--- src/rtl/ex_muldiv_ctrl.sv ---
// RV32M multiply/divide unit for the Execute stage: a 32-iteration shift-add multiplier and
// restoring divider sharing one 64-bit accumulator, with stall/valid handshake to the pipeline.
module ex_muldiv_ctrl #(
  parameter int unsigned XLEN = 32,
  parameter int unsigned ITER = 32
) (
  input  logic            clk,
  input  logic            reset,
  input  logic            MulDivE,
  input  logic [2:0]      funct3E,
  input  logic [XLEN-1:0] SrcAE,
  input  logic [XLEN-1:0] SrcBE,
  input  logic            FlushE,
  output logic            StallMD,
  output logic            BusyMD,
  output logic            MDValidE,
  output logic [XLEN-1:0] MDResultE
);

  localparam int unsigned CntW = $clog2(ITER);
  localparam logic [CntW-1:0] LastCnt = CntW'(ITER - 1);
  localparam logic [XLEN-1:0] MinNeg = {1'b1, {(XLEN - 1){1'b0}}};

  localparam logic [2:0] F3Mul    = 3'b000;
  localparam logic [2:0] F3Mulh   = 3'b001;
  localparam logic [2:0] F3Mulhsu = 3'b010;
  localparam logic [2:0] F3Mulhu  = 3'b011;
  localparam logic [2:0] F3Div    = 3'b100;
  localparam logic [2:0] F3Divu   = 3'b101;
  localparam logic [2:0] F3Rem    = 3'b110;
  localparam logic [2:0] F3Remu   = 3'b111;

  typedef enum logic [1:0] {StIdle, StBusy, StDone} state_e;

  state_e              state_q, state_d;
  logic [CntW-1:0]     count_q, count_d;
  logic [2:0]          op_q, op_d;
  logic [XLEN-1:0]     a_q, a_d;
  logic [XLEN-1:0]     b_q, b_d;
  logic [2*XLEN-1:0]   acc_q, acc_d;
  logic                neg_q, neg_d;
  logic                neg_rem_q, neg_rem_d;
  logic [XLEN-1:0]     result_q, result_d;

  // Operand decode for a new op.
  logic            a_signed, b_signed, a_neg, b_neg;
  logic [XLEN-1:0] a_mag, b_mag;
  logic            is_div, div_zero, div_ovf;
  logic [XLEN-1:0] special_res;

  always_comb begin
    a_signed = (funct3E != F3Mulhu) && (funct3E != F3Divu) && (funct3E != F3Remu);
    b_signed = a_signed && (funct3E != F3Mulhsu);
    a_neg    = a_signed && SrcAE[XLEN-1];
    b_neg    = b_signed && SrcBE[XLEN-1];
    a_mag    = a_neg ? (-SrcAE) : SrcAE;
    b_mag    = b_neg ? (-SrcBE) : SrcBE;
    is_div   = funct3E[2];
    div_zero = is_div && (SrcBE == '0);
    // Only DIV and REM (funct3[0] == 0) can overflow.
    div_ovf  = is_div && !funct3E[0] && (SrcAE == MinNeg) && (SrcBE == '1);
    if (funct3E[1]) begin
      special_res = div_zero ? SrcAE : '0;
    end else begin
      special_res = div_zero ? '1 : MinNeg;
    end
  end

  // One iteration of each algorithm on the shared accumulator.
  // Multiply: {hi, lo} with multiplier in lo, shifted right each step.
  // Divide:   {rem, quot} with dividend in quot, shifted left each step.
  logic [XLEN:0]     mul_sum;
  logic [2*XLEN-1:0] mul_acc;
  logic [XLEN:0]     div_trial;
  logic [2*XLEN-1:0] div_acc;
  logic [2*XLEN-1:0] step_acc;

  always_comb begin
    mul_sum   = {1'b0, acc_q[2*XLEN-1:XLEN]} + (acc_q[0] ? {1'b0, a_q} : {(XLEN + 1){1'b0}});
    mul_acc   = {mul_sum, acc_q[XLEN-1:1]};
    div_trial = acc_q[2*XLEN-1:XLEN-1] - {1'b0, b_q};
    if (div_trial[XLEN]) begin
      div_acc = {acc_q[2*XLEN-2:0], 1'b0};
    end else begin
      div_acc = {div_trial[XLEN-1:0], acc_q[XLEN-2:0], 1'b1};
    end
    step_acc = op_q[2] ? div_acc : mul_acc;
  end

  // Sign correction and result selection from the final iteration.
  logic [2*XLEN-1:0] prod;
  logic [XLEN-1:0]   quot, rem;
  logic [XLEN-1:0]   final_res;

  always_comb begin
    prod = neg_q ? (-step_acc) : step_acc;
    quot = step_acc[XLEN-1:0];
    rem  = step_acc[2*XLEN-1:XLEN];
    case (op_q)
      F3Mul:                     final_res = prod[XLEN-1:0];
      F3Mulh, F3Mulhsu, F3Mulhu: final_res = prod[2*XLEN-1:XLEN];
      F3Div, F3Divu:             final_res = neg_q ? (-quot) : quot;
      F3Rem, F3Remu:             final_res = neg_rem_q ? (-rem) : rem;
      default:                   final_res = '0;
    endcase
  end

  always_comb begin
    state_d   = state_q;
    count_d   = count_q;
    op_d      = op_q;
    a_d       = a_q;
    b_d       = b_q;
    acc_d     = acc_q;
    neg_d     = neg_q;
    neg_rem_d = neg_rem_q;
    result_d  = result_q;

    if (FlushE) begin
      state_d = StIdle;
    end else begin
      case (state_q)
        StIdle: begin
          if (MulDivE) begin
            op_d      = funct3E;
            a_d       = a_mag;
            b_d       = b_mag;
            neg_d     = a_neg ^ b_neg;
            neg_rem_d = a_neg;
            count_d   = '0;
            acc_d     = is_div ? {{XLEN{1'b0}}, a_mag} : {{XLEN{1'b0}}, b_mag};
            if (div_zero || div_ovf) begin
              result_d = special_res;
              state_d  = StDone;
            end else begin
              state_d  = StBusy;
            end
          end
        end
        StBusy: begin
          acc_d   = step_acc;
          count_d = count_q + 1'b1;
          if (count_q == LastCnt) begin
            result_d = final_res;
            state_d  = StDone;
          end
        end
        StDone:  state_d = StIdle;
        default: state_d = StIdle;
      endcase
    end
  end

  always_ff @(posedge clk) begin
    if (reset) begin
      state_q   <= StIdle;
      count_q   <= '0;
      op_q      <= '0;
      a_q       <= '0;
      b_q       <= '0;
      acc_q     <= '0;
      neg_q     <= 1'b0;
      neg_rem_q <= 1'b0;
      result_q  <= '0;
    end else begin
      state_q   <= state_d;
      count_q   <= count_d;
      op_q      <= op_d;
      a_q       <= a_d;
      b_q       <= b_d;
      acc_q     <= acc_d;
      neg_q     <= neg_d;
      neg_rem_q <= neg_rem_d;
      result_q  <= result_d;
    end
  end

  always_comb begin
    StallMD   = !FlushE && (((state_q == StIdle) && MulDivE) || (state_q == StBusy));
    BusyMD    = (state_q != StIdle);
    MDValidE  = (state_q == StDone) && !FlushE;
    MDResultE = result_q;
  end

endmodule

--- config.mk ---
export PLATFORM = sky130hd
export DESIGN_NAME = ex_muldiv_ctrl
export DESIGN_NICKNAME = d
export VERILOG_FILES = /design/src/rtl/ex_muldiv_ctrl.sv
export SDC_FILE = /design/constraint.sdc
export NUM_CORES = 1
export LEC_CHECK = 0
export ABC_AREA = 1
export ABC_CLOCK_PERIOD_IN_PS = 5200
export CORE_MARGIN = 10
export CORE_UTILIZATION = 40
export DETAILED_ROUTE_END_ITERATION = 8
export GPL_TIMING_DRIVEN = 0
export PLACE_DENSITY = 0.55
export SYNTH_ARGS = -nofsm -noshare
export SYNTH_HDL_FRONTEND = slang
export SYNTH_SLANG_ARGS = --single-unit
--- constraint.sdc ---
create_clock -name clk -period 5.2 [get_ports clk]
set_clock_uncertainty 0.1 [all_clocks]
set_input_delay 0.78 -clock clk [delete_from_list [all_inputs] [get_ports clk]]
set_output_delay 0.78 -clock clk [all_outputs]
set_load 0.05 [all_outputs]
==> impl_metrics.csv, run 1 <==
group,metric,value,unit
sta,setup_viol,0,
floorplanning,initial_core_util,40.4,%
critical_path,worst_path_largest_cell_delay,0.48,ns
outcome,outcome,"finished, final reports clean",
floorplanning,row_count,78,
sta,fmax,0.197,GHz
critical_path,critical_path_class,"reg2reg",
cts,path_clk_slew,0.08,ns
synthesis,synth_top_area_share,18.8,%
cts,ctsLongestPathBuffers,2,
pwr,p_leak,10.3,nW
hold_path,hp-start,"acc_q[29]",
floorplanning,ioPinCount,106,
layout,antennaDiodeCount,0,
synthesis,synth_cell_types,55,
floorplanning,fp.dieW,234,um
pwr,peakVddDrop,0.212,mV
critical_path,regToRegSetupSlack,0.12,ns
placed_design,placed_cell_area,20100,um2
cts,clock_sinks,172,
synthesis,synth_area,18300,um2
sta,setup_tns,0,ns
synthesis,avgSynthCellArea,5.69,um2
critical_path,path_delay_family,"simple AND/OR/NAND/NOR gates",
floorplanning,core-area,45300,um2
sta,maxSlewHeadroom,30.5,%
route,first_pass_iters,6,
sta,tightest_slew,1.03,ns
hold_path,min_path_cells,2,
route,wl,91.9,mm
critical_path,cp-end-kind,"flip-flop",
global_routing,overflow,0,
layout,layout.nets,3491,
route,num_vias,22300,
sta,drv_slew,0,
cts,cts-root-buf,"clkbuf_16",
hold_path,min_to,"acc_q[29]",
flow_run,cap_violations,0,
sta,fin_crit_sh,97.8,%
sta,final_period_minus_worst_setup_slack,5.08,ns
placed_design,dp_slack,-0.477,ns
cts,cts_tree,"built",
route,drtIter0Drc,2658,
route,drc,0,
global_routing,track_usage,32.8,%
critical_path,critPathLaunchType,"flip-flop",
sta,grt_setup_unrepaired,"true",
global_routing,grt_max_degree,18,
critical_path,cp_slowest_cell,"dfxtp_1",
synthesis,synth_common_cells,"nand2_1 (900), inv_1 (425), nor2_1 (297)",
pwr,power_density,223,nW/um2
synthesis,ys_warn_count,0,
critical_path,critPathBufInv,4,
sta,hold_viol,0,
route,routed_via_density,5.64,
global_routing,antenna_found_initial,1,
floorplanning,die_y,234,um
synthesis,yosysMostFrequentCell,"nand2_1",
layout,design_area,20900,um2
synthesis,synth.yosys.seq_area_share,18.8,%
cts,clock_latency,0.50,ns
layout,layout-drive-gt1-share,7.29,%
critical_path,critical_path_arrival,5.41,ns
cts,hold_buffers,0,
critical_path,r2r_cells,31,
placed_design,gp_congestion,1.05,
critical_path,critPathMaxFanout,5,
sta,layout_setup_ws,0.116,ns
cts,cts-htree-levels,4,
synthesis,ys_seq_elements,172,
synthesis,syn-instance-count,3217,
hold_path,hp-class,"reg2reg",
layout,area_growth,14.3,%
floorplanning,design.die.area,54700,um2
placed_design,port_buffers,103,
synthesis,synth_edf_count,0,
route,route.detailed.wl_per_inst,23.2,um
cts,cts_made_buffers,17,
global_routing,grt_pass1_wl,133,mm
critical_path,r2r_start,"acc_q[52]",
route,drtAntennaViolNets,0,
critical_path,reg2reg_to,"MDResultE[10]",
critical_path,cp_common_cell,"nand2_1",
synthesis,synth.area.top_cells,"dfxtp_1 (19%), nand2_1 (18%), inv_1 (8.7%)",
synthesis,syn_nets,3361,
global_routing,grt_pass1_vias,20400,
synthesis,synthArstFlopShare,0,%
critical_path,required,5.53,ns
placed_design,hpwl,77.3,mm
synthesis,yosys.area.top_type,"dfxtp_1",
synthesis,ys.flop_type,"dfxtp_1",
==> kinds of logic (layout without fill, tap and decap cells) <==
family | after synthesis | count (layout) | synth area share [%]
AO/OA/AOI/OAI | 582 | 582 | 17.6
adder cells (fa/ha/maj) | 73 | 73 | 5.07
buffers and inverters | 570 | 712 | 12.2
XOR/XNOR | 111 | 111 | 5.31
AND/OR/NAND/NOR | 1709 | 1709 | 41.0
flip-flops | 172 | 172 | 18.8
==> worst register-to-register path: cells and delay by family (launching register included) <==
family                   cells  cell delay (ns)
buffers and inverters        4             0.46
AND/OR/NAND/NOR             21             2.56
flip-flops                   1             0.48
adder cells (fa/ha/maj)      2             0.54
AO/OA/AOI/OAI                4             0.89
==> metrics by stage <==
stage,power (mW),hold WS [ns],cells,utilization (%)
2_1_floorplan,2.56,0.345,3217,-
3_3_place_gp,3.22,0.355,3920,44.4
3_5_place_dp,3.23,0.359,3920,44.4
4_1_cts,4.57,0.371,3956,45.9
5_1_grt,4.86,0.394,3959,46.2
6_report,4.67,0.373,3959,46.2
==> worst max path at each step <==
stage | slack (ns) | cells after the start | from | to
after floorplan | 1.17 | 38 | acc_q[31] | MDResultE[30]
after global placement | -0.35 | 35 | acc_q[31] | MDResultE[8]
after detailed placement | -0.48 | 33 | acc_q[31] | MDResultE[26]
after CTS | 0.03 | 37 | acc_q[31] | MDResultE[30]
after global routing | -0.06 | 33 | acc_q[31] | MDResultE[18]
final | 0.12 | 31 | acc_q[52] | MDResultE[10]
==> routing by layer <==
metal / vias up / routed length [um] / GRT usage [%]
met5: - / 0 / 0
met4: 0 / 4560 / 15.1
met3: 166 / 8490 / 7.14
met2: 1120 / 39100 / 49.7
met1: 10400 / 39800 / 43.7
li1: 10700 / - / -
==> final cells by class <==
type / instances / area [um2]
clock buffers: 17 / 425
multi-input cells: 2475 / 12800
repair buffers: 111 / 1090
well taps: 600 / 751
plain buffers: 123 / 554
inverters: 447 / 1680
fillers: 5003 / 24400
flip-flops and latches: 172 / 3440
clock inverters: 14 / 158
==> where the power goes <==
group	leakage, nW	total (mW)	switching (mW)	internal [mW]
logic	8.58	1.91	1.37	0.542
clock network	0.286	1.34	0.662	0.678
registers	1.40	1.42	0.0389	1.38
total	10.3	4.67	2.07	2.60
==> registers in the layout (all words and copies together), names as in the netlist <==
name	cells
b_q	32
state_q	2
count_q	5
neg_rem_q	1
op_q	3
neg_q	1
MDResultE	32
a_q	32
acc_q	64
==> what timing repair did <==
| item | in CTS | in global routing |
|---|---|---|
| gates resized for setup | 14 | 32 |
| setup endpoints to repair | 13 | 16 |
| pin swaps | 5 | 10 |
| buffers inserted | 5 | 3 |
==> cells in the final DEF (no fill, tap or decap), types with 19 or more instances in the layout <==
cell type	synthesis	routed
nand2_1	900	892
nand3_1	288	280
o21ai_0	221	220
nor2_1	297	295
clkdlybuf4s50_1	0	103
nor2_2	23	22
xnor2_1	27	27
a21oi_1	228	226
o22ai_1	34	34
xor2_1	84	84
nor3_1	44	43
clkbuf_1	85	85
inv_1	425	424
nand4_1	36	36
ha_1	71	68
nand2_2	46	52
inv_2	18	19
o211ai_1	23	23
dfxtp_1	172	171
(Power assumes the default switching activity.)
==> inputs of run 2 (changes only) <==
CORE_UTILIZATION = 55   (was 40)
PLACE_DENSITY = 0.85   (was 0.55)
==> impl_metrics.csv, run 2 (synthesis gave the netlist of run 1 again) <==
group,metric,value,unit
outcome,outcome,"finished, final reports clean",
layout,largest-register,"acc_q",
route,drtAntennaViolNets,0,
critical_path,cp-end-kind,"flip-flop",
cts,path_clk_slew,0.09,ns
sta,fmax,0.193,GHz
layout,final_cells,3805,
sta,hold_viol,0,
pwr,power.switching,2.09,mW
floorplanning,fp.dieW,202,um
pwr,p_leak,10.3,nW
pwr,swShare,44.6,%
pwr,peakVddDrop,0.261,mV
pwr,p_comb_share,40.3,%
route,first_pass_iters,8,
layout,largest_register_ffs,64,
cts,ctsLongestPathBuffers,2,
cts,cts-root-buf,"clkbuf_16",
pwr,pwr-share-seq,30.3,%
layout,multi_input_area,12800,um2
cts,clock_sinks,172,
layout,antennaDiodeCount,0,
floorplanning,initial_core_util,56.0,%
floorplanning,row_count,66,
global_routing,overflow,0,
critical_path,worst_path_largest_cell_delay,0.43,ns
global_routing,grt_max_degree,22,
layout,final_cell_mix,"nand2_1 (893), inv_1 (423), nor2_1 (295), nand3_1 (278), a21oi_1 (224)",
critical_path,critPathLaunchType,"flip-flop",
floorplanning,core-area,32700,um2
global_routing,grt_pass1_vias,20800,
layout,postLayoutCoreUtil,63.7,%
sta,final_period_minus_worst_setup_slack,5.18,ns
placed_design,dp_slack,-0.252,ns
placed_design,port_buffers,103,
route,drtIter0Drc,3725,
layout,layout-drive-gt1-share,7.61,%
critical_path,critical_path_arrival,5.47,ns
sta,layout_setup_ws,0.0240,ns
cts,cts_made_buffers,17,
layout,regArea,3450,um2
sta,drv_slew,0,
layout,area_growth,13.8,%
critical_path,critical_path_class,"reg2reg",
critical_path,cp_common_cell,"nand2_1",
route,route.detailed.wl_per_inst,22.2,um
placed_design,dp.cells,3762,
placed_design,gp_congestion,1.12,
critical_path,cp_slowest_cell,"ha_1",
cts,clock_latency,0.47,ns
global_routing,grt_pass1_wl,124,mm
route,num_vias,23100,
sta,maxSlewHeadroom,35.8,%
sta,setup_viol,0,
floorplanning,die_y,202,um
route,wl,84.5,mm
hold_path,hp-class,"reg2reg",
cts,cts-htree-levels,4,
critical_path,critPathMaxFanout,5,
route,routed_via_density,6.08,
pwr,clkPwrFrac,29.5,%
layout,fillerInstances,3239,
critical_path,required,5.49,ns
flow_run,cap_violations,0,
layout,layout.nets,3494,
cts,cts_tree,"built",
floorplanning,design.die.area,41000,um2
sta,grt_setup_unrepaired,"true",
sta,tightest_slew,0.954,ns
pwr,internal_power,2.59,mW
global_routing,track_usage,39.1,%
layout,final_common_cell,"nand2_1",
global_routing,antenna_found_initial,2,
route,drc,0,
floorplanning,ioPinCount,106,
sta,fin_crit_sh,99.5,%
placed_design,hpwl,69.3,mm
pwr,power_density,225,nW/um2
## run 2: area by class of cell
type                    count  area share [%]
well taps                 442            2.65
inverters                 447            8.09
repair buffers            114            5.35
flip-flops and latches    172            16.6
clock buffers              17            2.04
multi-input cells        2475            61.7
clock inverters            15           0.979
plain buffers             123            2.66
## run 2: repair_timing
action	4_1_cts	5_1_grt
pin swaps	3	22
hold buffers	0	0
setup buffers	2	9
cloned	0	0
resized for setup	12	47
endpoints found under the setup margin	13	16
hold endpoints to repair	0	0
## run 2: metrics by stage
step	instance area (um2)	power [mW]	setup TNS [ns]	hold slack (ns)
after floorplan	18300	2.56	0	0.345
after global placement	19900	3.14	-0.973	0.355
after detailed placement	19900	3.16	-1.88	0.363
after CTS	20600	4.51	0	0.375
after global routing	20800	4.84	-1.75	0.407
final	20800	4.68	0	0.377
## run 2: power by group through the flow
stage | Sequential, mW | Clock [mW] | Combinational [mW]
floorplan | 1.46 | 0 | 1.10
finish | 1.42 | 1.38 | 1.89
global route | 1.42 | 1.42 | 2.00
global placement | 1.44 | 0 | 1.69
detailed placement | 1.44 | 0 | 1.71
CTS | 1.41 | 1.36 | 1.73
## run 2: critical path, delay by kind of cell (launching register included)
kind,cells,cell delay [ns]
adder cells (fa/ha/maj),2,0.61
XOR/XNOR,1,0.17
flip-flops,1,0.32
buffers and inverters,3,0.33
AO/OA/AOI/OAI,4,0.89
AND/OR/NAND/NOR,21,2.68
## run 2: routing by layer
layer	part of all wire, %	GRT usage [%]	wire, um
met1	37	49.0	31500
met2	40	56.1	33900
met3	15	12.7	12400
met4	7.9	26.1	6700
met5	0.017	0	14
## run 2: worst paths after layout
kind	start	end	slack, ns	cells past startpoint
setup / recovery	b_q[27]	MDResultE[12]	0.02	31
hold / removal	acc_q[17]	acc_q[17]	0.38	2
setup reg to reg	b_q[27]	MDResultE[12]	0.02	31
hold reg to reg	acc_q[17]	acc_q[17]	0.38	2
